--- config.mk ---
export PLATFORM = sky130hd
export DESIGN_NAME = inst_fetch
export DESIGN_NICKNAME = d
export VERILOG_FILES = /design/src/rtl/inst_fetch_pkg.sv /design/src/rtl/inst_fetch_icache.sv /design/src/rtl/inst_fetch.sv
export SDC_FILE = /design/constraint.sdc
export NUM_CORES = 1
export LEC_CHECK = 0
export ABC_CLOCK_PERIOD_IN_PS = 2600
export BUFFER_PORTS_ARGS = -buffer_cell sky130_fd_sc_hd__buf_2
export CAP_MARGIN = 20
export CORE_ASPECT_RATIO = 1.2
export CORE_MARGIN = 2
export CORE_UTILIZATION = 55
export DETAILED_ROUTE_END_ITERATION = 7
export PLACE_DENSITY = 0.87
export SYNTH_ARGS = -nofsm -noshare
export SYNTH_HDL_FRONTEND = slang
export SYNTH_SLANG_ARGS = --single-unit
--- constraint.sdc ---
create_clock -name clk -period 2.6 [get_ports clk]
set_input_delay 0.52 -clock clk [delete_from_list [all_inputs] [get_ports clk]]
set_output_delay 0.52 -clock clk [all_outputs]
set_load 0.005 [all_outputs]
--- src/rtl/inst_fetch_pkg.sv ---
// Shared types and constants for the instruction fetch unit.
// ICACHE_EN (macro) compiles in the direct-mapped I-cache.
package inst_fetch_pkg;

    localparam logic TRUE  = 1'b1;
    localparam logic FALSE = 1'b0;

    localparam int ICACHE_IDX_W_DEF = 6;

    typedef enum logic [1:0] {
        IF_IDLE = 2'd0,
        IF_WAIT = 2'd1,
        IF_DROP = 2'd2
    } if_state_e;

    function automatic logic [31:0] pc_next(
        input logic [31:0] pc
    );
        return pc + 32'd4;
    endfunction

endpackage

--- src/rtl/inst_fetch_icache.sv ---
// Direct-mapped, one-word-per-line instruction cache.
// Only present when ICACHE_EN is defined.
`ifdef ICACHE_EN
module inst_fetch_icache
    import inst_fetch_pkg::*;
#(
    parameter int IDX_W = ICACHE_IDX_W_DEF
) (
    input  logic        clk,
    input  logic        rst,
    input  logic [31:0] addr,
    output logic        hit,
    output logic [31:0] data,
    input  logic        fill_en,
    input  logic [31:0] fill_addr,
    input  logic [31:0] fill_data
);

    localparam int LINES = 1 << IDX_W;
    localparam int TAG_W = 30 - IDX_W;

    logic [LINES-1:0] valid_q;
    logic [TAG_W-1:0] tag_q  [LINES];
    logic [31:0]      data_q [LINES];

    logic [IDX_W-1:0] rd_idx;
    logic [IDX_W-1:0] wr_idx;
    logic [TAG_W-1:0] rd_tag;
    logic [TAG_W-1:0] wr_tag;
    logic             unused_lsb;

    assign rd_idx = addr[IDX_W+1:2];
    assign rd_tag = addr[31:IDX_W+2];
    assign wr_idx = fill_addr[IDX_W+1:2];
    assign wr_tag = fill_addr[31:IDX_W+2];
    assign unused_lsb = ^{addr[1:0], fill_addr[1:0]};

    assign hit  = valid_q[rd_idx]
               && (tag_q[rd_idx] == rd_tag);
    assign data = data_q[rd_idx];

    // Only the valid bits need clearing; stale tags are masked by them.
    always_ff @(posedge clk) begin
        if (rst) begin
            valid_q <= '0;
        end else if (fill_en) begin
            valid_q[wr_idx] <= TRUE;
        end
    end

    always_ff @(posedge clk) begin
        if (fill_en) begin
            tag_q[wr_idx]  <= wr_tag;
            data_q[wr_idx] <= fill_data;
        end
    end

endmodule
`endif

--- src/rtl/inst_fetch.sv ---
// Instruction fetch: PC, memory request FSM, push into the IQ.
// Define ICACHE_EN to place an I-cache in front of memory.
module inst_fetch
    import inst_fetch_pkg::*;
#(
    parameter int ICACHE_IDX_W = ICACHE_IDX_W_DEF
) (
    input  logic        clk,
    input  logic        rst,
    input  logic        rdy,
    input  logic        roll,
    input  logic [31:0] roll_PC,
    input  logic        IQ_full,
    output logic        IF_flag,
    output logic [31:0] IF_inst,
    output logic [31:0] IF_PC,
    output logic        Mem_req,
    output logic [31:0] Mem_addr,
    input  logic        Mem_done,
    input  logic [31:0] Mem_inst
);

    if_state_e   state_q, state_d;
    logic [31:0] pc_q, pc_d;
    logic        flag_q, flag_d;
    logic [31:0] inst_q, inst_d;
    logic [31:0] ifpc_q, ifpc_d;
    logic        req_q, req_d;
    logic [31:0] addr_q, addr_d;

    logic        hit;
    logic [31:0] hit_data;

    assign IF_flag  = flag_q;
    assign IF_inst  = inst_q;
    assign IF_PC    = ifpc_q;
    assign Mem_req  = req_q;
    assign Mem_addr = addr_q;

`ifdef ICACHE_EN
    logic fill_en;

    assign fill_en = rdy && !roll && Mem_done
                  && (state_q == IF_WAIT);

    inst_fetch_icache #(
        .IDX_W     (ICACHE_IDX_W)
    ) u_icache (
        .clk       (clk),
        .rst       (rst),
        .addr      (pc_q),
        .hit       (hit),
        .data      (hit_data),
        .fill_en   (fill_en),
        .fill_addr (pc_q),
        .fill_data (Mem_inst)
    );
`else
    logic unused_cfg;

    assign unused_cfg = |ICACHE_IDX_W;
    assign hit        = FALSE;
    assign hit_data   = '0;
`endif

    always_ff @(posedge clk) begin
        if (rst) begin
            state_q <= IF_IDLE;
            pc_q    <= '0;
            flag_q  <= FALSE;
            inst_q  <= '0;
            ifpc_q  <= '0;
            req_q   <= FALSE;
            addr_q  <= '0;
        end else if (rdy) begin
            state_q <= state_d;
            pc_q    <= pc_d;
            flag_q  <= flag_d;
            inst_q  <= inst_d;
            ifpc_q  <= ifpc_d;
            req_q   <= req_d;
            addr_q  <= addr_d;
        end
    end

    always_comb begin
        state_d = state_q;
        pc_d    = pc_q;
        flag_d  = FALSE;
        inst_d  = inst_q;
        ifpc_d  = ifpc_q;
        req_d   = req_q;
        addr_d  = addr_q;

        if (roll) begin
            // The controller needs req held until done, hence DROP.
            pc_d = roll_PC;
            unique case (state_q)
                IF_IDLE: state_d = IF_IDLE;
                IF_WAIT: begin
                    if (Mem_done) begin
                        req_d   = FALSE;
                        state_d = IF_IDLE;
                    end else begin
                        state_d = IF_DROP;
                    end
                end
                IF_DROP: begin
                    if (Mem_done) begin
                        req_d   = FALSE;
                        state_d = IF_IDLE;
                    end
                end
                default: state_d = IF_IDLE;
            endcase
        end else begin
            unique case (state_q)
                IF_IDLE: begin
                    // flag_q marks a push IQ_full cannot see yet.
                    if (!IQ_full && !flag_q) begin
                        if (hit) begin
                            flag_d = TRUE;
                            inst_d = hit_data;
                            ifpc_d = pc_q;
                            pc_d   = pc_next(pc_q);
                        end else begin
                            req_d   = TRUE;
                            addr_d  = pc_q;
                            state_d = IF_WAIT;
                        end
                    end
                end
                IF_WAIT: begin
                    if (Mem_done) begin
                        req_d   = FALSE;
                        flag_d  = TRUE;
                        inst_d  = Mem_inst;
                        ifpc_d  = pc_q;
                        pc_d    = pc_next(pc_q);
                        state_d = IF_IDLE;
                    end
                end
                IF_DROP: begin
                    if (Mem_done) begin
                        req_d   = FALSE;
                        state_d = IF_IDLE;
                    end
                end
                default: state_d = IF_IDLE;
            endcase
        end
    end

endmodule

==> results.ini <==
[status]
status=finished clean

[min_path]
hold_depth=3
hold_path.class=primary input to flop

[drt]
drc=0
first_pass_iters=7
ant_nets=0
wl_per_cell_um=16.15
dr_total_vias=6103
drt_iter0_drc=729
avgViaCountPerCell=5.857
routed_wirelength_mm=16.83

[synthesis]
syn_area_sq_um=5797
ys_seq_area_frac=0.4559
syn_inst=761
yosys_warnings=0
syn_area_per_cell_sq_um=7.617
ys_types=49
synth_edf_count=0
ys_ff_latch=132
syn_nets=836
synth-main-ff-cell=dfxtp_1
synthArstFlopShare=0

[worst_setup_path]
critPathBufInv=1
worstSetupPathType=flop to flop
critPathMaxStageDelay_ns=0.55
critPathLaunchType=flop
path_cells=ha_1 > inv_1 > or4_4 > or4_1 > a31oi_1
worstPathArrival_ns=2.49
crit_family=simple AND/OR/NAND/NOR gates
critPathSlowestCell=or4_4
crit_fanout=11
cp.depth=5
critPathCaptureType=flop
reg2reg_depth=5
required_ns=2.94

[final_layout]
drive_gt1_frac=0.2530
nFillCells=866
fin_util=0.7061
num_antenna_cells=0
finish.net_count=975
area_delta_synth_final_pct=26.85
final_cell_mix=229 x nand2_1, 166 x buf_2, 132 x dfxtp_1
final_common_cell=nand2_1

[placed_design]
routabilityCongestion=0.9225
detailed_place_hpwl_mm=11.71
io_buffers=167

[power]
power_mw=5.097
peakVddDrop_mv=0.4670
power.density_nw_per_um2=693.1
leakage_nw=2.991

[die]
die_h_um=116.5
core_area_sq_um=10410
ios=168
num_rows=41
die_w_um=97.72
die-area_sq_um=11380
initial_core_util=0.5567

[sta]
finalCriticalPeriod_ns=2.149
finalMaxSlewViolations=0
rsz0062_at_grt=no
hold_viol_final=0
fin_skew_ns=0.008019
fmax_mhz=465.4
maxSlewHeadroom=0.4979
final-setup-viol-count=0
setup_tns_ns=0
final.period_utilization=0.8265
tightestPinTransition_ns=0.7475

[clocking]
cts.sinks=132
numCtsBuffers=17
holdBufCountCts=0
clk_pin_slew_worst_paths_ns=0.06
clock_latency_ns=0.41
post_cts_buffers=0
max-clock-path-buffers=2
cts_tree=built
ctsRootBufferMaster=clkbuf_16
cts_max_level=4
cts_resized=0

[grt]
grt.overflow.total=0
grt_pass1_wl_mm=26.57
grt_max_degree=56
grt_pass1_vias=5491
antenna_found_initial=0
track_usage=0.2888

[run]
maxCapViolCount=0

==> routing by layer <==
layer,up-vias,part of all wire,routed length (um),track usage
met5,-,0,0,0
met4,0,0.035,596,0.1361
met3,56,0.088,1489,0.06523
met2,337,0.47,7863,0.4671
met1,2785,0.41,6882,0.3712
li1,2925,-,-,-
==> state kept, by name (all words and copies together), names as in the netlist <==
name,count
IF_PC,32
IF_inst,32
Mem_addr,32
pc_q,32
state_q,2
IF_flag,1
Mem_req,1
==> where the power goes <==
group          leakage [nW]  switching [mW]  internal (mW)
clock                 0.318           0.885           1.76
combinational          1.60           0.184          0.124
sequential             1.07          0.0755           2.07
==> area by class of cell <==
class	count	area [sq um]	area share
Clock buffer	21	460.4	0.06262
Clock inverter	11	197.7	0.02688
Inverter	10	37.54	0.005105
Multi-Input combinational cell	552	2853	0.3880
Sequential cell	132	2643	0.3594
Tap cell	129	161.4	0.02195
Timing Repair Buffer	187	1001	0.1361
==> synthesized netlist by cell type (all sizes together) (11+ instances only) <==
| library cell | count | area, sq um |
|---|---|---|
| a21oi | 121 | 605.6 |
| and3 | 11 | 70.07 |
| buf | 16 | 71.32 |
| clkbuf | 51 | 193.9 |
| dfxtp | 132 | 2643 |
| nand2 | 229 | 859.6 |
| nand3 | 15 | 87.59 |
| nand4 | 15 | 93.84 |
| nor2 | 17 | 63.81 |
| nor3 | 15 | 75.07 |
| o21ai | 19 | 95.09 |
==> worst paths after layout <==
check                                                  to                 startpoint  slack (ns)
worst min register to register  Mem_addr[21]$_SDFFE_PP0P_  Mem_addr[21]$_SDFFE_PP0P_        0.45
worst min-delay path             IF_inst[13]$_SDFFE_PP0P_               Mem_inst[13]        0.34
worst max-delay path                pc_q[16]$_SDFFE_PP0P_       pc_q[2]$_SDFFE_PP0P_        0.45
worst max register to register      pc_q[16]$_SDFFE_PP0P_       pc_q[2]$_SDFFE_PP0P_        0.45
==> kinds of logic after synthesis <==
kind of cell / count (synthesis) / synth area share
simple gates: 348 / 0.2752
compound gates: 194 / 0.1973
flops: 132 / 0.4559
buf+inv: 77 / 0.05224
mux: 5 / 0.008634
fa+ha+maj: 5 / 0.01079
==> metrics by stage <==
step,hold WS [ns],std cells,area [sq um],setup slack [ns]
finish,0.3384,1042,7353,0.4511
CTS,0.3325,1042,7353,0.4824
global route,0.3404,1042,7353,0.3600
detailed placement,0.4430,1010,6695,0.5028
global placement,0.4388,1010,6695,0.5642
floorplan,0.4453,761,5797,0.7719
==> tightest hold or removal path, cell delays in order <==
cell,delay (ns)
buf_2,0.09
nand2_1,0.04
a21oi_1,0.05
(Power assumes the default switching activity.)
